## config.mk

```make
export PLATFORM = sky130hd
export DESIGN_NAME = rr_arbiter_4ch
export DESIGN_NICKNAME = d
export VERILOG_FILES = /design/src/rtl/rr_arbiter_4ch.sv
export SDC_FILE = /design/constraint.sdc
export NUM_CORES = 1
export LEC_CHECK = 0
export ABC_AREA = 1
export BUFFER_PORTS_ARGS = -buffer_cell sky130_fd_sc_hd__buf_2
export CAP_MARGIN = 20
export CORE_ASPECT_RATIO = 0.75
export CORE_MARGIN = 10
export CORE_UTILIZATION = 45
export DETAILED_ROUTE_END_ITERATION = 7
export GPL_TIMING_DRIVEN = 0
export PLACE_DENSITY = 0.81
export SLEW_MARGIN = 0
export SYNTH_ARGS = -nofsm -noshare
export SYNTH_HDL_FRONTEND = slang
export SYNTH_SLANG_ARGS = --single-unit
```

## constraint.sdc

```tcl
create_clock -name clk -period 2.6 [get_ports clk]
set_input_delay 0.39 -clock clk [delete_from_list [all_inputs] [get_ports clk]]
set_output_delay 0.39 -clock clk [all_outputs]
set_load 0.01 [all_outputs]
```

## src/rtl/rr_arbiter_4ch.sv

```systemverilog
// rr_arbiter_4ch: four-channel round-robin arbiter feeding one registered output beat.
// Optional RR_PACKET_LOCK_EN keeps the grant on one channel until its in_last beat is accepted.
module rr_arbiter_4ch #(
    parameter int unsigned WIDTH = 32
) (
    input  logic             clk,
    input  logic             reset,
    input  logic [3:0]       in_valid,
    input  logic [WIDTH-1:0] in_data_a,
    input  logic [WIDTH-1:0] in_data_b,
    input  logic [WIDTH-1:0] in_data_c,
    input  logic [WIDTH-1:0] in_data_d,
`ifdef RR_PACKET_LOCK_EN
    input  logic [3:0]       in_last,
`endif
    output logic [3:0]       in_ready,
    output logic             out_valid,
    input  logic             out_ready,
    output logic [WIDTH-1:0] out_data,
    output logic [1:0]       select
);

    localparam int unsigned NCH = 4;

    typedef enum logic {
        EMPTY = 1'b0,
        FULL  = 1'b1
    } state_t;

    state_t           state_q, state_d;
    logic [1:0]       last_grant_q, last_grant_d;
    logic [WIDTH-1:0] data_q, data_d;
    logic [1:0]       sel_q, sel_d;
`ifdef RR_PACKET_LOCK_EN
    logic             locked_q, locked_d;
`endif

    logic             grant_any;
    logic [1:0]       grant_idx;
    logic [1:0]       cand;
    logic             can_load;
    logic             fire;
    logic [WIDTH-1:0] grant_data;

    // Rotating-priority search starting one past the last winner.
    always_comb begin
        grant_any = 1'b0;
        grant_idx = 2'd0;
        cand      = 2'd0;
        for (int unsigned k = 1; k <= NCH; k++) begin
            cand = last_grant_q + 2'(k);
            if (!grant_any && in_valid[cand]) begin
                grant_any = 1'b1;
                grant_idx = cand;
            end
        end
`ifdef RR_PACKET_LOCK_EN
        // A locked packet owns the output even while its channel is idle.
        if (locked_q) begin
            grant_any = in_valid[last_grant_q];
            grant_idx = last_grant_q;
        end
`endif
    end

    always_comb begin
        grant_data = in_data_a;
        case (grant_idx)
            2'd0:    grant_data = in_data_a;
            2'd1:    grant_data = in_data_b;
            2'd2:    grant_data = in_data_c;
            default: grant_data = in_data_d;
        endcase
    end

    assign can_load = (state_q == EMPTY) || out_ready;
    assign fire     = can_load && grant_any;

    always_comb begin
        in_ready = 4'b0000;
        if (!reset && fire) begin
            in_ready = 4'(1) << grant_idx;
        end
    end

    // Next-state and payload update.
    always_comb begin
        state_d      = state_q;
        last_grant_d = last_grant_q;
        data_d       = data_q;
        sel_d        = sel_q;
`ifdef RR_PACKET_LOCK_EN
        locked_d     = locked_q;
`endif
        case (state_q)
            EMPTY: begin
                if (fire) begin
                    state_d = FULL;
                end
            end
            FULL: begin
                if (out_ready && !grant_any) begin
                    state_d = EMPTY;
                end
            end
            default: state_d = EMPTY;
        endcase
        if (fire) begin
            data_d       = grant_data;
            sel_d        = grant_idx;
            last_grant_d = grant_idx;
`ifdef RR_PACKET_LOCK_EN
            locked_d     = !in_last[grant_idx];
`endif
        end
    end

    always_ff @(posedge clk or posedge reset) begin
        if (reset) begin
            state_q      <= EMPTY;
            last_grant_q <= 2'd3;
            data_q       <= WIDTH'(0);
            sel_q        <= 2'd0;
`ifdef RR_PACKET_LOCK_EN
            locked_q     <= 1'b0;
`endif
        end else begin
            state_q      <= state_d;
            last_grant_q <= last_grant_d;
            data_q       <= data_d;
            sel_q        <= sel_d;
`ifdef RR_PACKET_LOCK_EN
            locked_q     <= locked_d;
`endif
        end
    end

    assign out_valid = (state_q == FULL);
    assign out_data  = data_q;
    assign select    = sel_q;

endmodule

```

# Yosys cells after proc, flatten, opt, wreduce, memory -nomap -nowiden
# Cells that the tools add are included.
# op_classes
n_bitwise	1
add_sub_neg	3
n_reduce_logical	13
shifts	1
muxes	21
n_eq_ne	2
order_cmp	4
# ops
cell	n
32-bit one-hot mux with 3 select lines	1
2-bit by 3-bit less-than comparator with 1-bit output (second input constant)	4
1-bit two-way mux	10
1-bit binary-select mux with 2-bit select	4
2-bit two-way mux	4
1-bit logical AND	6
1-bit logical NOT	5
2-bit adder (second input constant)	2
4-bit two-way mux	1
1-bit by 2-bit << shifter with 4-bit output (first input constant)	1
2-bit by 1-bit adder with 2-bit output (second input constant)	1
2-bit by 1-bit equality test with 1-bit output (second input constant)	1
2-bit equality test (second input constant)	1
2-bit logical NOT	1
1-bit one-hot mux with 2 select lines	1
1-bit logical OR	1
1-bit inverter	1
# word_totals
regBits	37
inputBits	135
word_cells	49
out_inout_bits	39

# Longest topological paths before layout
# Gate-level depths: netlist (run 1).
# logic_depth
depth_word	17
ltp_mapped	15
ltp_nobuf	14

# Worst setup path after synthesis (run 1)
# Ideal clock, no wire load.
# synth_path
kind	register to output
startpoint	reg last_grant_q[0]
endpoint	out in_ready[0]
path_buffers	2
path_slack_ns	0.291
t_required_ns	2.210
path_stages_with_launch	13
arrival_ns	1.919
path_cell_list	dfstp_2 -> buf_4 -> nand2_1 -> nand2_1 -> nand2_1 -> nand2_1 -> nor3_1 -> nand2_1 -> o21ai_2 -> inv_4 -> buf_2 -> nand2_1 -> nor3_1
# synth_via
elab_chain_len	16
elab_cells_between_ends	29
cone_classes	3 x add/sub; 1 x shift; 17 x mux; 8 x reduce/logical
# synth_lines
item	line_no	text
from (decl)	31	logic [1:0] last_grant_q, last_grant_d;
from (signal assigned)	129	last_grant_q <= last_grant_d;
2-bit by 1-bit adder with 2-bit output	51	cand = last_grant_q + 2'(k);
1-bit binary-select mux with 2-bit select	52	if (!grant_any && in_valid[cand]) begin
1-bit two-way mux (not written as such)	52	
1-bit two-way mux	52	
1-bit logical NOT	52	
1-bit logical AND	52	
1-bit two-way mux	52	
1-bit logical NOT	52	
1-bit logical AND	52	
1-bit two-way mux	52	
1-bit logical NOT	52	
1-bit logical AND	52	
1-bit two-way mux	52	
1-bit logical AND	77	assign fire = can_load && grant_any;
1-bit logical AND	81	if (!reset && fire) begin
4-bit two-way mux (*)	81	
to (decl)	16	output logic [3:0] in_ready,
# Mark *: on every way between the ends. The rest lies on a longest branch, timed or not. The select of a mux whose other input is x is not followed.

# Final worst setup path (run 1)
# Same ends and word-level chain as after synthesis.

==> results by group, run 1 <==
Finish
  • Storage element area: 928 um2
  • Final Cell Area: roughly 4500 um2
  • Filler instances: 633
  • Layout cells sized above 1: 40.6%
  • Antenna diode count: 0
  • Area growth syn-to-layout: 43.8%
  • Nets: 811
  • Multi-input logic area: 1960 um2
  • Finished Core Util: 65.9%
  • Commonest non-fill, non-tap cells in the layout: 197 x nand2_1, 186 x buf_2, 62 x nand3_1
  • Most common cell after layout, fill and taps aside: nand2_1

Routing
  • Final wirelength: 13100 um
  • DRC viols: 0
  • Wire per inst: 17.2 um
  • Vias per std cell: ~5.2
  • Antenna-violating nets left: 0
  • Drt initial violations: 273
  • Detailed-route via count: 3985
  • DR pass1 iterations: 5

STA
  • Actual slew at the worst max-slew pin: 0.857 ns
  • TNS Setup: -0.0186 ns
  • Unrepaired setup endpoints after global routing: true
  • Max Freq: 0.382 GHz
  • Fin crit period: 2.62 ns
  • Skew final: 0.00414 ns
  • Final hold vios: 0
  • Max-slew violation count: 0
  • Final Cycle Share: 101%
  • Setup Viol. Count Final: 1
  • Max-slew headroom: 42.8%
  • Final WS setup: -0.0186 ns

Floorplan
  • Initial core utilization: 45.8%
  • # rows: 26
  • Core area: 6770 um2
  • Die area: 10600 um2
  • Die Y: 91.9 um
  • Width of the chip: 116 um
  • # IOs: 174

Synthesis
  • Synth Warn #: 0
  • Post-synth top area share: 28.2%
  • Avg Inst Size Synth: between 6 and 7 um2
  • Post-synthesis register bit count: 37
  • Synth Flop Type: dfrtp_1
  • Mux share of post-synthesis cell area: 0%
  • Seq/Total Area, Yosys: between 20 and 30%
  • Post-synth EDFFs: 0
  • Mapped cell area: between 3000 and 4000 um2
  • Adder-Cell Fraction of Synth Area: 0%
  • Ys async rst share: 100%
  • Largest family of logic cells by synthesized area: simple AND/OR/NAND/NOR gates
  • Synth Area in Compound Gates: under 10%
  • Post-Synthesis Cells: 482
  • Synth unique cells: 30
  • Area leader, netlist: dfrtp_1
  • Simple-gate portion of the synthesized area: around 52%
  • Post-synthesis xor/xnor area fraction: 0%
  • Main area contributors after synthesis: dfrtp_1 28%, nand2_1 26%, nand3_1 10%
  • Syn Nets: 617

Power and ir drop
  • Final Total Pwr: 7890 uW
  • Internal: 3460 uW
  • Part of the power in registers: ~14%
  • Peak VDD IR: 0.891 mV
  • Comb power frac: between 80% and 90%
  • Switching power: ~4400 uW
  • Power share of the clock group: 5.1%
  • LEAKAGE: 0.00266 uW
  • Power Density: approximately 1800 nW/um2
  • Switching portion of total power: 56.2%

Clock tree
  • Root Driver: clkbuf_8
  • CTS Buffer Depth: 2
  • TritonCTS buffer count: 5
  • Cts hold-fix bufs: 0
  • Clk sinks: 37
  • Clock-pin slew on the worst setup and hold paths: 0.08 ns
  • Clk Latency, worst-skew pair: a little under 0.3 ns
  • # H-tree levels: 2
  • CTS tree: built

Place
  • Pre-CTS setup slack: -0.103 ns
  • Placer Congestion: 0.849
  • Port Buffers: between 150 and 200
  • Post-DP Area: about 4000 um2
  • Final HPWL DP: 10000 um

Run status
  • Run status: finished, violations left
  • Failing checks: setup timing

GRT
  • Grt ovf: 0
  • Met2 Use GR: 37.9%
  • First-pass GRT wire length: 19500 um
  • Met1 Use GR: 28.3%
  • Initial antenna violation count: 0
  • Gr busiest metal: met2
  • Largest net degree at the start of global routing: 39
  • Vias in the first global route: 3925
  • Met3 usage: 6.38%
  • Total track usage: 22.7%

Critical path
  • CP bufs+invs: 4
  • CP Launch Type: flop
  • CP arrival: 2.23 ns
  • Setup CP Type: reg -> out
  • CP max-delay cell: dfstp_2
  • Crit end category: primary output
  • Delay-heaviest family, CP: simple AND/OR/NAND/NOR gates
  • Worst EP required: 2.21 ns
  • Crit-path max FO: 11
  • Crit-path most repeated cell: nand2_1
  • Slowest Stage Delay on Critical Path: 0.57 ns
  • CP cell instances: buf_4 > nand2_1 > nand2_4 > nand2_1 > nand2_2 > inv_2 > nand4_1 > nand3_4 > buf_8 > nor3_2 > buf_2

Flow run
  • Max_cap viols: 0

Worst hold path
  • Min-delay worst type: in -> async
-- power groups by stage --
stage / Sequential (uW) / Clock (uW) / Combinational [uW]
2_1_floorplan: 1180 / 0 / 3930
3_3_place_gp: 1060 / 0 / 5590
3_5_place_dp: 1070 / 0 / 5760
4_1_cts: 1070 / 404 / 5900
5_1_grt: 1090 / 431 / 7060
6_report: 1070 / 400 / 6430
-- worst reg2reg max path, stage by stage (launching register included) --
cell     delay (ns)
dfstp_2        0.57
buf_4          0.17
nand2_1        0.10
nand2_4        0.10
nand2_1        0.08
nand2_2        0.11
inv_2          0.06
nand4_1        0.16
buf_4          0.15
inv_4          0.03
nor2_4         0.15
buf_4          0.24
buf_4          0.22
nand3_1        0.09
nand3_1        0.10
nand2_1        0.10
nand2_1        0.07
-- kinds of logic (layout without fill, tap and decap cells) --
| group | after synthesis | after routing |
|---|---|---|
| flip-flops | 37 | 37 |
| AO/OA/AOI/OAI | 32 | 32 |
| buffers and inverters | 74 | 269 |
| AND/OR/NAND/NOR | 339 | 339 |
-- final timing paths --
path	start	end	slack, ns	cells after the start
worst max-delay path	last_grant_q[0]$_DFFE_PP1P_	in_ready[0]	-0.02	11
worst min-delay path	reset	out_data[22]$_DFFE_PP0P_	0.27	2
worst max register to register	last_grant_q[0]$_DFFE_PP1P_	out_data[17]$_DFFE_PP0P_	0.05	16
worst min register to register	out_data[22]$_DFFE_PP0P_	out_data[22]$_DFFE_PP0P_	0.48	2
max in group asynchronous	reset	out_data[2]$_DFFE_PP0P_	1.78	2
min in group clk	out_ready	out_valid$_DFF_PP0_	0.36	2
-- routing by layer --
layer / share of wire [%] / up-vias / wire length (um)
li1: - / 1912 / -
met1: 42 / 1863 / 5530
met2: 47 / 191 / 6170
met3: 9.1 / 19 / 1190
met4: 1.5 / 0 / 197
met5: 0 / - / 0
-- final cells by class --
type                       count  area share, %
clock inverter                 2          0.224
timing repair buffer         193           23.0
sequential                    37           20.8
multi-input combinational    371           44.0
tap                           84           2.36
clock buffer                   6           1.63
inverter                      43           3.90
buffer                        25           4.10
-- per-stage QoR --
stage          hold WS, ns  cells
5_1_grt              0.348    761
3_3_place_gp         0.456    739
6_report             0.269    761
2_1_floorplan        0.501    482
4_1_cts              0.287    749
3_5_place_dp         0.461    739
-- registers in the layout, indices dropped and copies added, names as in the netlist --
register / flops
out_data: 32
last_grant_q: 2
select: 2
out_valid: 1
-- synth_stat cells (2+ instances only) --
cell type,n
buf_6,4
nand3b_1,39
inv_2,2
buf_4,7
nand3_2,2
clkbuf_1,2
nand2_2,3
o21bai_1,9
o21ai_0,10
o21ai_1,8
dfrtp_1,35
buf_2,18
nand4_1,2
dfstp_2,2
nor3_1,5
nor2_4,4
inv_1,40
nand3_1,63
nand2_1,216
-- timing repair --
item	in CTS	in global routing
pin swaps	4	13
buffers inserted	6	15
gates resized for setup	12	48
setup endpoints to repair	4	4
Note: power is estimated with default switching activity, not from simulation.
==> inputs of run 2 (changes only) <==
Settings changed: CORE_MARGIN 10 to 1.5, HOLD_SLACK_MARGIN from default to 0.1, MAX_ROUTING_LAYER from default to met4.
==> results by group, run 2 (same netlist as run 1, synthesis figures left out) <==
Run status
  • Run status: finished, violations left
  • Failing checks: DRC

Place
  • Port Buffers: 173 (unchanged)
  • Placer Congestion: 0.898 (+5.8%)
  • Final HPWL DP: 8680 um (-13%)
  • Pre-CTS setup slack: -0.0400 ns (+0.0633 ns)

Flow run
  • Max_cap viols: 0 (unchanged)

Routing
  • Top Metal Used: met4
  • DRC viols: 8 (+8)
  • Vias per std cell: 5.25 (+0.26%)
  • DR pass1 iterations: 8 (+3)
  • Final wirelength: 11300 um (-13%)
  • Met2 wire len: 5380 um (-13%)
  • Detailed-route via count: 3964 (-0.53%)
  • Met1 wire length: 4910 um (-11%)
  • Wire per inst: 15.0 um (-13%)
  • Antenna-violating nets left: 0 (unchanged)
  • Drt initial violations: 225 (-18%)
  • Met3 wire length: 932 um (-21%)

GRT
  • Vias in the first global route: 3507 (-11%)
  • Largest net degree at the start of global routing: 39 (unchanged)
  • Grt ovf: 0 (unchanged)
  • Initial antenna violation count: 0 (unchanged)
  • First-pass GRT wire length: 16900 um (-13%)
  • Total track usage: 30.4% (+7.7 points)

STA
  • Final WS setup: 0.00425 ns (+0.0229 ns)
  • Setup Viol. Count Final: 0 (-1)
  • Final Cycle Share: 99.8% (-0.88 points)
  • Actual slew at the worst max-slew pin: 0.875 ns (+0.0177 ns)
  • Max Freq: 0.385 GHz (+0.88%)
  • Fin crit period: 2.60 ns (-0.0229 ns)
  • Final hold vios: 0 (unchanged)
  • Skew final: 0.00464 ns (+0.000499 ns)
  • Max-slew headroom: 41.6% (-1.2 points)
  • Max-slew violation count: 0 (unchanged)
  • Unrepaired setup endpoints after global routing: true

Floorplan
  • Die Y: 74.9 um (-18%)
  • Core area: 6470 um2 (-4.3%)
  • Die area: 7400 um2 (-30%)
  • # IOs: 174 (unchanged)
  • Initial core utilization: 47.9% (+2.1 points)
  • Width of the chip: 98.9 um (-15%)
  • # rows: 25 (-3.8%)

Finish
  • Filler instances: 585 (-7.6%)
  • Commonest non-fill, non-tap cells in the layout: 195 x nand2_1, 187 x buf_2, 61 x nand3_1
  • Area growth syn-to-layout: 43.8% (about the same)
  • Antenna diode count: 0 (unchanged)
  • Layout cells sized above 1: 40.9% (+0.33 points)
  • Nets: 810 (-0.12%)
  • Most common cell after layout, fill and taps aside: nand2_1
  • Max reg flops: 32 (unchanged)

Critical path
  • FF-to-FF End: out_data[29]$_DFFE_PP0P_
  • Reg2reg setup slack: 0.10 ns (+0.05 ns)
  • Worst r2r path cells: 17 (+1)
  • RR Startpoint: last_grant_q[0]$_DFFE_PP1P_
  • Setup CP Type: reg -> out
  • Crit-path max FO: 8 (-3)
  • Worst EP required: 2.21 ns (about the same)
  • Crit end category: primary output
  • CP Launch Type: flop
  • CP arrival: 2.21 ns (-0.02 ns)

Clock tree
  • Clk sinks: 37 (unchanged)
  • Clock-pin slew on the worst setup and hold paths: 0.08 ns (about the same)
  • Clk Latency, worst-skew pair: 0.28 ns (about the same)
  • TritonCTS buffer count: 5 (unchanged)
  • CTS Buffer Depth: 2 (unchanged)
  • # H-tree levels: 2 (unchanged)
  • CTS tree: built
  • Root Driver: clkbuf_8

Power and ir drop
  • LEAKAGE: 0.00265 uW (-0.28%)
  • Power Density: 1770 nW/um2 (about the same)
  • Final Total Pwr: 7900 uW (+0.14%)
  • Peak VDD IR: 0.917 mV (+2.9%)

Worst hold path
  • Min-delay worst type: in -> async
-- run 2: cell count changes in the layout (fill, tap and decap cells not counted), sizes merged --
| cell | before | now |
|---|---|---|
| buf | 216 | 214 |
| clkinv | 3 | 2 |
-- run 2: routing by layer --
layer / up-vias / track usage [%]
met2: 205 / 50.7
met3: 8 / 4.83
met4: 0 / 6.19
met5: - / -
li1: 1916 / -
met1: 1835 / 39.7
-- run 2: through the flow --
step | utilization (%) | hold WS [ns] | cells | cell area [um2] | TNS, ns
after global routing | 68.9 | 0.348 | 755 | 4460 | -0.328
after floorplan | - | 0.501 | 482 | 3100 | 0
final | 68.9 | 0.280 | 755 | 4460 | 0
after detailed placement | 62.8 | 0.461 | 736 | 4070 | -0.129
after CTS | 65.3 | 0.294 | 745 | 4230 | -0.0308
after global placement | 62.8 | 0.458 | 736 | 4070 | -0.180
-- run 2: worst max-delay path, stage by stage (launching register included) --
cell and delay (ns):
dfstp_2 0.57, buf_6 0.15, nand2_2 0.07, nand2_4 0.10, nand2_2 0.06, nand2_2 0.11
inv_2 0.07, nand4_1 0.14, buf_4 0.14, nand3_4 0.07, buf_12 0.15, nor3_2 0.15
buf_2 0.15
-- run 2: timing repair --
action / CTS / global route
pin swaps: 9 / 12
gates resized for setup: 15 / 45
setup buffers: 6 / 11
setup endpoints to repair: 4 / 4
hold buffers: 0 / 0
-- run 2: worst max-delay path by stage --
stage	startpoint	to	slack (ns)	depth (start not counted)
after floorplan	last_grant_q[0]$_DFFE_PP1P_	in_ready[0]	0.29	12
after global placement	reset	in_ready[0]	-0.05	5
after detailed placement	last_grant_q[0]$_DFFE_PP1P_	in_ready[3]	-0.04	13
after CTS	last_grant_q[0]$_DFFE_PP1P_	in_ready[1]	-0.02	12
after global routing	last_grant_q[0]$_DFFE_PP1P_	in_ready[0]	-0.1	12
final	last_grant_q[0]$_DFFE_PP1P_	in_ready[0]	0.004	12
-- run 2: layout make-up --
cell class	count	area, um2	share of cell area [%]
Multi-Input combinational cell	371	1980	44.4
Timing Repair Buffer	190	1000	22.4
Sequential cell	37	928	20.8
Buffer	27	204	4.57
Inverter	43	171	3.84
Tap cell	81	101	2.27
Clock buffer	5	68.8	1.54
Clock inverter	1	5.00	0.112
-- run 2: power breakdown --
part | internal (uW) | switching [uW] | total, uW
Combinational | 2440 | 4010 | 6450
Sequential | 902 | 174 | 1080
Clock | 177 | 200 | 377
==> inputs of run 3 (changes only) <==
Settings changed: ABC_AREA 1 to default, CORE_UTILIZATION 45 to 42.
==> results by group, run 3 <==
Critical path
  • Crit end category: primary output
  • Delay-heaviest family, CP: buffers and inverters
  • Setup CP Type: reg -> out
  • Worst EP required: 2.21 ns (about the same)
  • CP max-delay cell: dfstp_2
  • CP Launch Type: flop
  • Crit-path most repeated cell: buf_6
  • Crit-path max FO: 10 (+2)
  • Levels on crit path: 7 (-5)
  • CP cell instances: nand2b_1 > o21ai_1 > a211oi_2 > buf_6 > buf_6 > nor4b_2 > buf_2
  • CP bufs+invs: 3 (-2)
  • Worst r2r path cells: 7 (-10)
  • Slowest Stage Delay on Critical Path: 0.54 ns (-0.03 ns)
  • CP arrival: 1.99 ns (-0.22 ns)

GRT
  • Grt ovf: 0 (unchanged)
  • Total track usage: 23.5% (-6.9 points)
  • First-pass GRT wire length: 11700 um (-31%)
  • Largest net degree at the start of global routing: 23 (-41%)
  • Vias in the first global route: 2558 (-27%)
  • Initial antenna violation count: 0 (unchanged)

Power and ir drop
  • Power Density: 678 nW/um2 (-62%)
  • Peak VDD IR: 0.332 mV (-64%)
  • LEAKAGE: 0.00193 uW (-27%)

Synthesis
  • Post-Synthesis Cells: 216 (-55%)
  • Area leader, netlist: dfrtp_1
  • Main area contributors after synthesis: dfrtp_1 34%, mux2i_1 25%, o221ai_2 18%
  • Synth Warn #: 0 (unchanged)
  • Ys async rst share: 100% (unchanged)
  • Post-synth EDFFs: 0 (unchanged)
  • Post-synthesis register bit count: 37 (unchanged)
  • Syn Nets: 351 (-43%)
  • Most common cell in the netlist: mux2i_1
  • Mapped cell area: 2560 um2 (-18%)
  • Avg Inst Size Synth: 11.8 um2 (+84%)
  • Synth unique cells: 27 (-10%)
  • Synth top cells by count: 64 x mux2i_1, 38 x nand2_1, 35 x dfrtp_1
  • Post-synth top area share: 34.2% (+6.0 points)
  • Seq/Total Area, Yosys: 36.3% (+6.4 points)
  • Synth Flop Type: dfrtp_1

Floorplan
  • Core area: 5860 um2 (-9.6%)
  • Width of the chip: 93.1 um (-5.8%)
  • Initial core utilization: 43.7% (-4.2 points)
  • Die Y: 70.6 um (-5.7%)
  • # rows: 24 (-4.0%)
  • # IOs: 174 (unchanged)
  • Die area: 6570 um2 (-11%)

Place
  • Post-DP Area: 3550 um2 (-13%)
  • Final HPWL DP: 5920 um (-32%)
  • Pre-CTS setup slack: 0.508 ns (+0.548 ns)
  • Port Buffers: 173 (unchanged)
  • Placer Congestion: 0.757 (-16%)

Clock tree
  • Clock-pin slew on the worst setup and hold paths: 0.08 ns (about the same)
  • Post_cts resized: 0 (-15)
  • TritonCTS buffer count: 5 (unchanged)
  • CTS tree: built
  • Root Driver: clkbuf_8
  • Setup bufs post-CTS: 0 (-6)
  • Clk sinks: 37 (unchanged)
  • Cts hold-fix bufs: 0 (unchanged)
  • # H-tree levels: 2 (unchanged)
  • Clk Latency, worst-skew pair: 0.29 ns (about the same)
  • CTS Buffer Depth: 2 (unchanged)

Run status
  • Run status: complete, no violations

Finish
  • Final Cell Area: 3650 um2 (-18%)
  • Most common cell after layout, fill and taps aside: buf_2
  • Layout cells sized above 1: 60.1% (+19 points)
  • Area growth syn-to-layout: 42.7%
  • Nets: 532 (-34%)
  • Antenna diode count: 0 (unchanged)
  • Max reg flops: 32 (unchanged)
  • Finished Core Util: 62.4% (-6.6 points)
  • Commonest non-fill, non-tap cells in the layout: 179 x buf_2, 64 x mux2i_1, 38 x nand2_1

Routing
  • DR pass1 iterations: 4 (-4)
  • Met3 wire length: 507 um (-46%)
  • Top Metal Used: met4
  • Met2 wire len: 3910 um (-27%)
  • DRC viols: 0 (-8)
  • Antenna-violating nets left: 0 (unchanged)
  • Detailed-route via count: 2440 (-38%)
  • Drt initial violations: 39 (-83%)
  • Vias per std cell: 5.13 (-2.4%)
  • Met1 wire length: 2940 um (-40%)
  • Final wirelength: 7420 um (-34%)
  • Wire per inst: 15.6 um (+3.9%)

STA
  • Skew final: 0.00666 ns (+0.00202 ns)
  • Setup Viol. Count Final: 0 (unchanged)
  • Unrepaired setup endpoints after global routing: false
  • Fin crit period: 2.38 ns (-0.211 ns)
  • Final Cycle Share: 91.7% (-8.1 points)
  • Final hold vios: 0 (unchanged)
  • TNS Setup: 0 ns (unchanged)
  • Final WS setup: 0.215 ns (+0.211 ns)
  • Max Freq: 0.419 GHz (+8.9%)
  • Max-slew violation count: 0 (unchanged)
  • Actual slew at the worst max-slew pin: 0.717 ns (-0.158 ns)
  • Max-slew headroom: 52.2% (+11 points)

Worst hold path
  • Min-delay worst type: in -> async

Flow run
  • Max_cap viols: 0 (unchanged)
==> run 3: changes by cell type after synthesis, sizes merged, moves of 4 or more <==
cell / change
o21ai: -18
mux2i: +64
nand2b: +4
buf: -11
inv: -40
o221ai: +32
nand2: -181
o21bai: -10
nand3b: -40
nand3: -66
==> run 3: power by group <==
group,total [uW],internal [uW],switching (uW),leakage [uW]
combinational,1200,590,610,0.00143
sequential,829,740,88.5,0.000446
clock,448,240,208,0.0000542
total,2480,1570,906,0.00193
==> run 3: cells by family after synthesis <==
logic type | synth area share (%)
compound gates | 21.1
flops | 36.3
mux | 25.0
buf+inv | 7.97
simple gates | 9.63
==> run 3: final cells by class <==
class	instances	area, um2
fill	514	2200
multi-input combinational	158	1430
sequential	37	928
timing repair buffer	174	893
buffer	18	193
tap	78	97.6
clock buffer	7	96.3
inverter	3	11.3
clock inverter	1	5.00
==> run 3: path summary, 6_finish.rpt <==
check / startpoint / end / slack, ns
worst min-delay path: reset / out_data[0]$_DFFE_PP0P_ / 0.27
min in group clk: in_valid[2] / out_valid$_DFF_PP0_ / 0.39
worst max register to register: last_grant_q[0]$_DFFE_PP1P_ / out_data[16]$_DFFE_PP0P_ / 0.69
max in group asynchronous: reset / last_grant_q[0]$_DFFE_PP1P_ / 1.70
worst max-delay path: last_grant_q[0]$_DFFE_PP1P_ / in_ready[0] / 0.22
worst min register to register: out_data[18]$_DFFE_PP0P_ / out_data[18]$_DFFE_PP0P_ / 0.49
==> run 3: worst reg2reg max path, cell delays in order (launching register included) <==
cell,delay [ns]
dfstp_2,0.54
nand2b_1,0.12
o21ai_1,0.08
a211oi_2,0.24
buf_6,0.21
buf_8,0.18
mux2i_1,0.29
o221ai_2,0.14
==> run 3: layer usage <==
layer	vias to the layer above	track usage (%)
met5	-	-
met4	0	5.22
met3	7	4.73
met2	117	43.5
met1	1138	25.9
li1	1178	-
==> run 3: stage by stage <==
step                hold slack, ns  total power [uW]  cells
floorplan                    0.472              1640    216
global placement             0.458              2010    467
detailed placement           0.472              2060    468
CTS                          0.285              2510    476
global route                 0.313              2630    476
finish                       0.268              2480    476
